--- config.mk ---
export PLATFORM = sky130hd
export DESIGN_NAME = multi_mode_ff_bank
export DESIGN_NICKNAME = d
export VERILOG_FILES = /design/src/rtl/mmff_pkg.sv /design/src/rtl/mmff_cell.sv /design/src/rtl/multi_mode_ff_bank.sv
export SDC_FILE = /design/constraint.sdc
export NUM_CORES = 1
export LEC_CHECK = 0
export CORE_MARGIN = 1.5
export CORE_UTILIZATION = 50
export CTS_BUF_LIST = sky130_fd_sc_hd__clkbuf_4 sky130_fd_sc_hd__clkbuf_8
export DETAILED_ROUTE_END_ITERATION = 10
export MAX_ROUTING_LAYER = met4
export PLACE_DENSITY_LB_ADDON = 0.3
export SLEW_MARGIN = 20
export SYNTH_ARGS = -nofsm -noshare
export SYNTH_HDL_FRONTEND = slang
export SYNTH_HIERARCHICAL = 1
export SYNTH_SLANG_ARGS = --single-unit
--- constraint.sdc ---
create_clock -name clk -period 1.8 [get_ports clk]
set_input_delay 0.18 -clock clk [delete_from_list [all_inputs] [get_ports clk]]
set_output_delay 0.18 -clock clk [all_outputs]
set_load 0.02 [all_outputs]
--- src/rtl/mmff_pkg.sv ---
// rtl/mmff_pkg.sv - mode encodings and popcount helper for the multi-mode flip-flop bank
package mmff_pkg;

    localparam logic [1:0] MODE_JK = 2'b00;
    localparam logic [1:0] MODE_D  = 2'b01;
    localparam logic [1:0] MODE_T  = 2'b10;
    localparam logic [1:0] MODE_SR = 2'b11;

    // Widest bank the popcount helper covers; callers zero-extend into it
    localparam int POP_MAX_W = 64;

    function automatic int unsigned popcount(input logic [POP_MAX_W-1:0] v);
        int unsigned n;
        n = 0;
        for (int i = 0; i < POP_MAX_W; i++) begin
            n = n + 32'(v[i]);
        end
        return n;
    endfunction

endpackage

--- src/rtl/mmff_cell.sv ---
// rtl/mmff_cell.sv - one flip-flop channel with JK/D/T/SR next-state logic and sticky SR-illegal flag
module mmff_cell
    import mmff_pkg::*;
(
    input  logic       clk,
    input  logic       rst,
    input  logic       en,
    input  logic       clr,
    input  logic [1:0] mode,
    input  logic       j,
    input  logic       k,
    output logic       q_next,
    output logic       q,
    output logic       sr_err
);

    logic sr_hit;

    // Next-state value the channel takes on an enabled edge; sr_hit flags S=R=1 in SR mode
    always_comb begin
        q_next = q;
        sr_hit = 1'b0;
        case (mode)
            MODE_JK: begin
                case ({j, k})
                    2'b01:   q_next = 1'b0;
                    2'b10:   q_next = 1'b1;
                    2'b11:   q_next = ~q;
                    default: q_next = q;
                endcase
            end
            MODE_D: q_next = j;
            MODE_T: q_next = j ? ~q : q;
            default: begin
                case ({j, k})
                    2'b10:   q_next = 1'b1;
                    2'b01:   q_next = 1'b0;
                    2'b11: begin
                        q_next = q;
                        sr_hit = 1'b1;
                    end
                    default: q_next = q;
                endcase
            end
        endcase
    end

    // State and sticky error register: clear beats enable, enable beats hold
    always_ff @(posedge clk or posedge rst) begin
        if (rst) begin
            q      <= 1'b0;
            sr_err <= 1'b0;
        end else if (clr) begin
            q      <= 1'b0;
            sr_err <= 1'b0;
        end else if (en) begin
            q <= q_next;
            if (sr_hit) begin
                sr_err <= 1'b1;
            end
        end
    end

endmodule

--- src/rtl/multi_mode_ff_bank.sv ---
// rtl/multi_mode_ff_bank.sv - WIDTH-channel multi-mode flip-flop bank; MMFF_TOGGLE_CNT_EN adds a saturating toggle counter
module multi_mode_ff_bank
    import mmff_pkg::*;
#(
    parameter int WIDTH = 8,
    parameter int CNT_W = 16
) (
    input  logic             clk,
    input  logic             rst,
    input  logic             en,
    input  logic             clr,
    input  logic [1:0]       mode,
    input  logic [WIDTH-1:0] j,
    input  logic [WIDTH-1:0] k,
    output logic [WIDTH-1:0] q,
    output logic [WIDTH-1:0] qb,
    output logic [WIDTH-1:0] sr_err,
    output logic [CNT_W-1:0] tog_cnt
);

    logic [WIDTH-1:0] q_next;

    for (genvar i = 0; i < WIDTH; i++) begin : g_cell
        mmff_cell u_cell (
            .clk    (clk),
            .rst    (rst),
            .en     (en),
            .clr    (clr),
            .mode   (mode),
            .j      (j[i]),
            .k      (k[i]),
            .q_next (q_next[i]),
            .q      (q[i]),
            .sr_err (sr_err[i])
        );
    end

    // qb is derived from q so the two can never disagree
    assign qb = ~q;

`ifdef MMFF_TOGGLE_CNT_EN
    localparam int PC_W  = $clog2(WIDTH + 1);
    localparam int SUM_W = ((CNT_W > PC_W) ? CNT_W : PC_W) + 1;

    logic [POP_MAX_W-1:0] diff_wide;
    logic [PC_W-1:0]      flips;
    logic [SUM_W-1:0]     sum;
    logic [SUM_W-1:0]     sat_max;
    logic [CNT_W-1:0]     cnt;

    // Bits that change on this edge, summed into the counter with headroom to detect overflow
    always_comb begin
        diff_wide = POP_MAX_W'(q_next ^ q);
        flips     = PC_W'(popcount(diff_wide));
        sum       = SUM_W'(cnt) + SUM_W'(flips);
        sat_max   = SUM_W'({CNT_W{1'b1}});
    end

    // Toggle counter: saturates at all-ones instead of wrapping
    always_ff @(posedge clk or posedge rst) begin
        if (rst) begin
            cnt <= '0;
        end else if (clr) begin
            cnt <= '0;
        end else if (en) begin
            cnt <= (sum > sat_max) ? {CNT_W{1'b1}} : CNT_W'(sum);
        end
    end

    assign tog_cnt = cnt;
`else
    logic unused_q_next;

    assign unused_q_next = ^q_next;
    assign tog_cnt       = '0;
`endif

endmodule

# Yosys cells after proc, flatten, opt, wreduce, memory -nomap -nowiden
# Cells that the tools add are included.
dict set report word_totals {
  ff_bits 16
  input_bits 22
  out_inout_bits 40
}
dict set report classes {
  eq_ne 42
  muxes 88
  bitwise_logic 9
  reduce_logical 35
}
# cell n
set ops {}
lappend ops {{2-to-1 mux 1 bit} 64}
lappend ops {{one-hot mux 1 bit (3 select lines)} 16}
lappend ops {{nonzero test 6 bit} 8}
lappend ops {{inequality test 5 x 2 -> 1 bit (second input constant)} 7}
lappend ops {{== test 2 bit (second input constant)} 17}
lappend ops {{AND reduction 4 bit} 8}
lappend ops {{inequality test 3 bit (second input constant)} 8}
lappend ops {{== test 2 x 1 -> 1 bit (second input constant)} 9}
lappend ops {{nonzero test 2 bit} 9}
lappend ops {{one-hot mux 1 bit (2 select lines)} 8}
lappend ops {{AND reduction 2 bit} 8}
lappend ops {{NOT 1 bit} 8}
lappend ops {{NOT 8 bit} 1}
lappend ops {{inequality test 5 x 3 -> 1 bit (second input constant)} 1}
lappend ops {{OR reduction 3 bit} 1}
lappend ops {{logical NOT 2 bit} 1}

# Depth between registers and ports, before layout
# Gate-level depths: netlist of the first run.
dict set report depth {
  depth_word 6
  mapped_depth 5
  ltp_nobuf 5
}

# Cells and area by module
# Netlist of the first run, hierarchy kept.
# module instances cells_per_inst area_per_inst_um2 seq_area_each_um2
set modules_own_cells {}
lappend modules_own_cells {mmff_cell 8 22 193.9 50.0}
lappend modules_own_cells {multi_mode_ff_bank 1 25 153.9 0.0}

# Worst setup path before layout of the first run
# No wires, ideal clock.
dict set report synth_timing {
  path_type {register to register}
  from {register g_cell[0].u_cell.q}
  to {register g_cell[0].u_cell.q}
  setup_ns 0.130
  arrival_ns 0.999
  required_time_ns 1.670
  slack_ns 0.671
  path_stages_with_launch 4
  n_path_buf 0
  synth_period_minus_slack_ns 1.129
  cell_sequence {dfrtp_1 -> mux2_2 -> o21ai_0 -> a31oi_1}
}
dict set report synth_between {
  elab_chain_cells 5
  elab_cells_between_ends 6
  classes_between {5 x mux; 1 x bitwise}
}
# element line
set synth_rtl {}
lappend synth_rtl {{from (decl)} mmff_cell.sv:13} ;# output logic q,
lappend synth_rtl {{from (signal assigned)} mmff_cell.sv:57} ;# q <= q_next;
lappend synth_rtl {{NOT 1 bit *} {mmff_cell.sv:28, mmff_cell.sv:33}}
lappend synth_rtl {{one-hot mux 1 bit (3 select lines) or 2-to-1 mux 1 bit (tied branches)} {mmff_cell.sv:25, mmff_cell.sv:33}}
lappend synth_rtl {{one-hot mux 1 bit (3 select lines) *} mmff_cell.sv:23} ;# case (mode)
lappend synth_rtl {{2-to-1 mux 1 bit *} mmff_cell.sv:56} ;# end else if (en) begin
lappend synth_rtl {{2-to-1 mux 1 bit *} mmff_cell.sv:53} ;# end else if (clr) begin
# Every way passes the cells marked *; elsewhere a longest branch is shown, timed or not. The select of a mux whose other input is x is not followed.
# A chain may end at the register's enable or synchronous reset.

# Final worst setup path of the first run
dict set report layout_timing {
  from {register g_cell[2].u_cell.q}
  to {output qb[2]}
}
dict set report layout_between {
  elab_chain_cells 1
}
# element line
set layout_rtl {}
lappend layout_rtl {{from (decl)} mmff_cell.sv:13}
lappend layout_rtl {{from (signal assigned)} mmff_cell.sv:57}
lappend layout_rtl {{NOT 8 bit} multi_mode_ff_bank.sv:39} ;# assign qb = ~q;
lappend layout_rtl {{to (decl)} multi_mode_ff_bank.sv:16} ;# output logic [WIDTH-1:0] qb,
# Every way passes these cells.

==> flow_metrics.py, run 1 <==
metrics = {
    "die": {
        "boundaryPins": 62,
        "die_area_um2": 3290,
        "coreArea_um2": 2780,
        "initial_core_util_pct": 53.0,
        "dieWidth_um": 57.3,
        "die-height_um": 57.3,
        "rows": 19,
    },
    "routing": {
        "drt_iter0_markers": 66,
        "num_vias": 1381,
        "viasPerCell": 5.42,
        "drtPass1Iterations": 5,
        "remaining_drc_errors": 0,
        "wl_per_cell_um": 13.8,
        "wl_mm": 3.51,
        "ant_nets": 0,
    },
    "cells_and_area": {
        "fin_nets": 263,
        "area_delta_synth_final_pct": 35.7,
        "stdcell_area_um2": 2000,
        "diodes": 0,
        "fillers": 231,
        "drive_above_1_share_pct": 8.48,
    },
    "global_route": {
        "overflow": 0,
        "grt_pass1_vias": 1318,
        "track_usage_pct": 22.5,
        "grt_max_degree": 33,
        "antenna_found_initial": 0,
        "grt_first_pass_wirelength_mm": 5.76,
    },
    "placement": {
        "hpwl_mm": 2.54,
        "gp_congestion": 0.849,
        "portBuffers": 45,
        "place_area_um2": 1970,
    },
    "critical_path": {
        "cp_max_fo": 6,
        "arrival_ns": 1.40,
        "cpMaxStageDelayCell": "clkdlybuf4s50_1",
        "endpoint_kind": "output pin",
        "startpoint_type": "flop",
        "criticalPathCategory": "reg2out",
        "cp.required_ns": 1.62,
        "crit_path_cell_trace": "inv_1 > clkdlybuf4s50_1",
        "rr_worst_depth": 3,
        "path_depth": 2,
        "crit_buf_inv": 2,
        "critPathMaxStageDelay_ns": 0.60,
        "critical_path.top_delay_family": "buffers and inverters",
    },
    "clock_tree": {
        "ctsResizeCount": 0,
        "clk_pin_slew_ns": 0.09,
        "cts_num_sinks": 16,
        "cts_made_buffers": 3,
        "cts_buffer_depth": 2,
        "clock_latency_ns": 0.27,
        "cts_tree": "done",
        "htreeDepth": 1,
        "cts_setup_buffers": 0,
        "hold_buffers": 0,
        "root_buffer": "clkbuf_4",
    },
    "pwr": {
        "power.density_nw_per_um2": 509,
        "leakage_nw": 1.03,
        "ir_drop_uv": 403,
    },
    "timing": {
        "setup_viol": 0,
        "rsz0062_at_grt": "no",
        "skew_ns": 0,
        "finalSetupTns_ns": 0,
        "maxSlewViolCount": 0,
        "finalCriticalPeriod_ns": 1.58,
        "hold_viol_final": 0,
        "max_freq_ghz": 0.633,
        "fin_crit_sh_pct": 87.7,
    },
    "synthesis": {
        "syn_avg_cell_area_um2": 8.73,
        "postSynthCellCount": 169,
        "yosys_warnings": 6,
        "syn_area_um2": 1480,
    },
    "run": {
        "cap_violations": 0,
    },
    "hold_path": {
        "min_path_type": "in2async",
    },
    "status": {
        "status": "complete, no violations",
    },
}
[registers in the layout, summed over array words and instances, names as in the netlist]
signal / flops
g_cell.u_cell/q: 8
g_cell.u_cell/sr_err: 8
[final timing paths]
check                           slack [ns]                       to               startpoint
min in group clk                      0.53  g_cell[2].u_cell/sr_err  g_cell[2].u_cell/sr_err
worst min register to register        0.53  g_cell[2].u_cell/sr_err  g_cell[2].u_cell/sr_err
worst max register to register        0.68       g_cell[1].u_cell/q       g_cell[1].u_cell/q
worst max-delay path                  0.22                    qb[2]       g_cell[2].u_cell/q
max in group asynchronous             1.36  g_cell[5].u_cell/sr_err                      rst
worst min-delay path                  0.31       g_cell[4].u_cell/q                      rst
[metal layers]
metal  share of wire, %  track usage, %  vias up
met1                 40            25.7      646
met5                  0               -        -
met4               0.80            5.65        0
li1                   -               -      668
met3                6.3            2.72        6
met2                 53            41.5       61
[power breakdown]
group	internal, mW	switching (mW)	leakage, nW
Clock	0.123	0.107	0.0210
Combinational	0.184	0.204	0.790
Sequential	0.377	0.0240	0.218
[cells in the final DEF, fill, tap and decap left out]
cell type,count
a31oi_1,16
buf_12,1
dfrtp_1,16
a41oi_1,8
clkbuf_8,1
mux2_2,8
inv_1,32
buf_4,6
o211a_1,8
nand3b_1,8
nor2b_1,8
clkbuf_4,3
nor2_1,16
o21ai_0,8
mux2i_1,8
conb_1,16
clkdlybuf4s50_1,45
ha_1,16
[cell type report]
cell class | count | area, um^2 | share of cell area, %
Sequential cell | 16 | 400 | 20.0
Tap cell | 31 | 38.8 | 1.94
Multi-Input combinational cell | 120 | 891 | 44.5
Timing Repair Buffer | 52 | 515 | 25.7
Clock buffer | 4 | 36.3 | 1.81
Inverter | 32 | 120 | 6.00
[stage by stage]
step / setup slack [ns] / power [mW] / hold slack, ns / cells / util (%)
after floorplan: 0.688 / 0.617 / -0.0788 / 184 / -
after global placement: 0.107 / 0.778 / 0.483 / 251 / 70.7
after detailed placement: 0.0311 / 0.793 / 0.504 / 251 / 70.7
after CTS: 0.201 / 1.03 / 0.285 / 255 / 72.0
after global routing: 0.176 / 1.07 / 0.330 / 255 / 72.0
final: 0.221 / 1.02 / 0.306 / 255 / 72.0
(Power assumes the default switching activity.)
==> run 2, diff against run 1 <==
- RECOVER_POWER: unset -> 100
- SLEW_MARGIN: 20 -> unset
==> run 2 against run 1 <==
Clock power about the same; core utilization shrank 0.090 points; sequential share of layout area barely moved; combinational power shrank 3%; critical path depth did not move; setup slack got worse by 0.068 ns; clock skew unchanged; hold slack improved by 0.075 ns; global-route usage is the same; cell area down 0.12%; power down 1.5%; critical endpoint is now qb[6].
==> flow_metrics.py, run 2 (synthesized netlist as in run 1, its figures left out) <==
metrics = {
    "critical_path": {
        "critPathMaxStageDelay_ns": 0.67,
        "cp.required_ns": 1.62,
        "startpoint_type": "flop",
        "cp_max_fo": 6,
        "criticalPathCategory": "reg2out",
        "arrival_ns": 1.47,
        "cpMaxStageDelayCell": "dlygate4sd3_1",
        "crit_path_cell_trace": "inv_1 > dlygate4sd3_1",
        "endpoint_kind": "output pin",
    },
    "timing": {
        "hold_viol_final": 0,
        "hold_slack_ns": 0.381,
        "maxSlewViolCount": 0,
        "finalCriticalPeriod_ns": 1.65,
        "slew_headroom_pct": 61.4,
        "finalSetupTns_ns": 0,
        "max_freq_ghz": 0.607,
        "worst_pin_slew_ns": 0.578,
        "rsz0062_at_grt": "no",
        "fin_ws_ns": 0.153,
        "skew_ns": 0,
        "fin_crit_sh_pct": 91.5,
        "setup_viol": 0,
    },
    "cells_and_area": {
        "fillers": 231,
        "fin_nets": 263,
        "diodes": 0,
        "stdcell_area_um2": 2000,
        "biggestRegsByFlops": "g_cell.u_cell/q x8, g_cell.u_cell/sr_err x8",
        "final_common_cell": "inv_1",
        "most-common-layout-cells": "32 x inv_1, 26 x dlygate4sd3_1, 19 x clkdlybuf4s50_1",
        "area_delta_synth_final_pct": 35.5,
        "drive_above_1_share_pct": 8.48,
    },
    "placement": {
        "hpwl_mm": 2.54,
        "gp_congestion": 0.849,
        "portBuffers": 45,
        "dp_slack_ns": 0.0311,
        "place_area_um2": 1970,
    },
    "routing": {
        "num_vias": 1361,
        "wl_met1_mm": 1.48,
        "ant_nets": 0,
        "wl_met2_mm": 1.83,
        "drt_iter0_markers": 59,
        "drtPass1Iterations": 5,
        "remaining_drc_errors": 0,
        "met3_length_um": 176,
        "wl_per_cell_um": 13.8,
        "wl_mm": 3.51,
        "viasPerCell": 5.34,
        "highest_layer": "met4",
    },
    "hold_path": {
        "min_path_type": "in2async",
    },
    "pwr": {
        "power_mw": 1.00,
        "power.density_nw_per_um2": 502,
        "leakage_nw": 1.06,
        "ir_drop_uv": 401,
    },
    "clock_tree": {
        "clk_pin_slew_ns": 0.09,
        "cts_num_sinks": 16,
        "cts_made_buffers": 3,
        "root_buffer": "clkbuf_4",
        "cts_buffer_depth": 2,
        "cts_setup_buffers": 0,
        "htreeDepth": 1,
        "cts_tree": "done",
        "clock_latency_ns": 0.27,
        "hold_buffers": 0,
        "ctsResizeCount": 0,
    },
    "global_route": {
        "grt_first_pass_wirelength_mm": 5.76,
        "track_usage_pct": 22.5,
        "grt_max_degree": 33,
        "grt_pass1_vias": 1318,
        "antenna_found_initial": 0,
        "overflow": 0,
    },
    "status": {
        "status": "complete, no violations",
    },
    "die": {
        "initial_core_util_pct": 53.0,
        "rows": 19,
        "coreArea_um2": 2780,
        "die-height_um": 57.3,
        "die_area_um2": 3290,
        "dieWidth_um": 57.3,
        "boundaryPins": 62,
    },
    "run": {
        "cap_violations": 0,
    },
}
run 2: final cells by class:
class	instances	area, um^2	area share, %
Sequential cell	16	400	20.0
Inverter	32	120	6.01
Timing Repair Buffer	52	513	25.7
Clock buffer	4	36.3	1.81
Tap cell	31	38.8	1.94
Multi-Input combinational cell	120	891	44.6
run 2: layer usage:
layer | vias up | global-route usage (%)
met2 | 51 | 41.5
li1 | 672 | -
met1 | 634 | 25.7
met5 | - | -
met3 | 4 | 2.72
met4 | 0 | 5.65
run 2: worst max-delay path, delay by kind of cell (launching register included):
| family | cells | cell delay [ns] |
|---|---|---|
| buffers and inverters | 2 | 0.74 |
| DFF | 1 | 0.45 |
run 2: final timing paths:
kind | start | to | slack, ns | cells after the start
max in group asynchronous | rst | g_cell[5].u_cell/sr_err | 1.28 | 2
min in group clk | g_cell[2].u_cell/sr_err | g_cell[2].u_cell/sr_err | 0.52 | 2
hold / removal | rst | g_cell[4].u_cell/q | 0.38 | 2
setup reg to reg | g_cell[6].u_cell/q | g_cell[6].u_cell/q | 0.68 | 3
setup / recovery | g_cell[6].u_cell/q | qb[6] | 0.15 | 2
hold reg to reg | g_cell[2].u_cell/sr_err | g_cell[2].u_cell/sr_err | 0.52 | 2
run 2: where the power goes:
group	total, mW	switching, mW	internal [mW]	leakage, nW
logic	0.374	0.204	0.170	0.821
clock network	0.229	0.107	0.123	0.0210
registers	0.400	0.0229	0.377	0.218
total	1.00	0.333	0.670	1.06
run 2: per-stage QoR:
stage                     util, %  instances
after global placement       70.7        251
after CTS                    72.0        255
after detailed placement     70.7        251
final                        71.9        255
after floorplan                 -        184
after global routing         71.9        255
==> run 3, diff against run 2 <==
- SETUP_SLACK_MARGIN: unset -> 0.2
==> run 3 against run 2 <==
First-iteration DRC count fell by 5.1%; clock power about the same; highest routed layer unchanged; largest cell class unchanged; critical path depth is 1 lower.
==> flow_metrics.py, run 3 (synthesized netlist as in run 1, its figures left out) <==
metrics = {
    "die": {
        "boundaryPins": 62,
        "initial_core_util_pct": 53.0,
        "rows": 19,
        "coreArea_um2": 2780,
        "die_area_um2": 3290,
        "dieWidth_um": 57.3,
        "die-height_um": 57.3,
    },
    "routing": {
        "num_vias": 1364,
        "remaining_drc_errors": 0,
        "wl_per_cell_um": 13.7,
        "viasPerCell": 5.35,
        "drt_iter0_markers": 56,
        "drtPass1Iterations": 4,
        "wl_mm": 3.48,
        "ant_nets": 0,
    },
    "critical_path": {
        "criticalPathCategory": "reg2out",
        "critPathMaxStageDelay_ns": 0.73,
        "cp_max_fo": 6,
        "crit_buf_inv": 1,
        "rr_worst_depth": 3,
        "cpMaxStageDelayCell": "dlygate4sd3_1",
        "cp-startpoint": "g_cell[6].u_cell/q",
        "reg2reg_to": "g_cell[1].u_cell/q",
        "r2r-start": "g_cell[1].u_cell/q",
        "arrival_ns": 1.46,
        "crit_path_cell_trace": "dlygate4sd3_1",
        "startpoint_type": "flop",
        "endpoint_kind": "output pin",
        "cp.required_ns": 1.62,
        "r2r_slack_ns": 0.68,
        "critical_path.top_delay_family": "buffers and inverters",
    },
    "cells_and_area": {
        "regArea_um2": 400,
        "most-common-layout-cells": "32 x inv_1, 19 x clkdlybuf4s50_1, 18 x dlygate4sd3_1",
        "area_delta_synth_final_pct": 32.1,
        "final_common_cell": "inv_1",
        "stdcell_area_um2": 1950,
        "fin_nets": 263,
        "diodes": 0,
        "drive_above_1_share_pct": 8.48,
        "stdcell_count": 255,
        "multiInputGateArea_um2": 891,
        "utilization_pct": 70.1,
        "biggestRegsByFlops": "g_cell.u_cell/q x8, g_cell.u_cell/sr_err x8",
        "fillers": 243,
    },
    "clock_tree": {
        "cts_tree": "done",
        "root_buffer": "clkbuf_4",
        "cts_buffer_depth": 2,
        "hold_buffers": 0,
        "htreeDepth": 1,
        "cts_made_buffers": 3,
        "clk_pin_slew_ns": 0.10,
        "cts_num_sinks": 16,
        "clock_latency_ns": 0.27,
    },
    "timing": {
        "rsz0062_at_grt": "no",
        "finalSetupTns_ns": 0,
        "maxSlewViolCount": 0,
        "finalCriticalPeriod_ns": 1.64,
        "hold_slack_ns": 0.368,
        "fin_crit_sh_pct": 91.0,
        "hold_viol_final": 0,
        "setup_viol": 0,
        "slew_headroom_pct": 60.7,
        "fin_ws_ns": 0.162,
        "max_freq_ghz": 0.610,
        "skew_ns": 0,
        "worst_pin_slew_ns": 0.589,
    },
    "pwr": {
        "leakage_nw": 1.05,
        "sequentialPowerShare_pct": 40.2,
        "ir_drop_uv": 405,
        "power.density_nw_per_um2": 510,
        "internal_power_mw": 0.658,
        "p_comb_share_pct": 36.4,
        "clkPwrFrac_pct": 23.4,
        "power_mw": 0.994,
        "p_sw_share_pct": 33.8,
        "power.switching_mw": 0.336,
    },
    "global_route": {
        "antenna_found_initial": 0,
        "grt_pass1_vias": 1318,
        "track_usage_pct": 22.5,
        "grt_first_pass_wirelength_mm": 5.76,
        "grt_max_degree": 33,
        "overflow": 0,
    },
    "run": {
        "cap_violations": 0,
    },
    "placement": {
        "hpwl_mm": 2.54,
        "portBuffers": 45,
        "place_inst": 251,
        "dp_slack_ns": 0.0311,
        "gp_congestion": 0.849,
        "place_area_um2": 1970,
    },
    "status": {
        "status": "complete, no violations",
    },
    "hold_path": {
        "min_path_type": "in2async",
    },
}
-- run 3: changes by cell type in the layout (fill, tap and decap cells not counted) --
cell | before | now
dlygate4sd3_1 | 26 | 18
clkbuf_1 | 0 | 8
-- run 3: cell type report --
type | count | area share [%]
Sequential cell | 16 | 20.5
Multi-Input combinational cell | 120 | 45.7
Tap cell | 31 | 1.99
Timing Repair Buffer | 52 | 23.7
Inverter | 32 | 6.16
Clock buffer | 4 | 1.86
-- run 3: how the worst max path moves through the flow --
stage	end	slack, ns	cells after the start
6_report	q[6]	0.16	1
5_1_grt	q[4]	0.15	1
4_1_cts	qb[6]	0.20	2
3_5_place_dp	g_cell[7].u_cell/q	0.03	6
3_3_place_gp	g_cell[5].u_cell/q	0.11	6
2_1_floorplan	g_cell[0].u_cell/q	0.69	5
-- run 3: per-layer routing --
layer | vias to the layer above | GRT usage, % | share of wire [%]
met5 | - | - | 0
met4 | 0 | 5.65 | 0.55
met3 | 2 | 2.72 | 5.0
met2 | 48 | 41.5 | 52
met1 | 644 | 25.7 | 42
li1 | 670 | - | -
-- run 3: power by group through the flow --
stage	logic (mW)	registers (mW)	clock network, mW
after CTS	0.388	0.401	0.238
after floorplan	0.193	0.424	0
after detailed placement	0.385	0.408	0
final	0.362	0.400	0.232
after global placement	0.373	0.405	0
after global routing	0.395	0.403	0.246
-- run 3: repair_timing --
item / 4_1_cts / 5_1_grt
endpoints found under the setup margin: 0 / 8
resized for setup: 0 / 8
buffers inserted: 0 / 0
endpoints found under the hold margin: 0 / 0
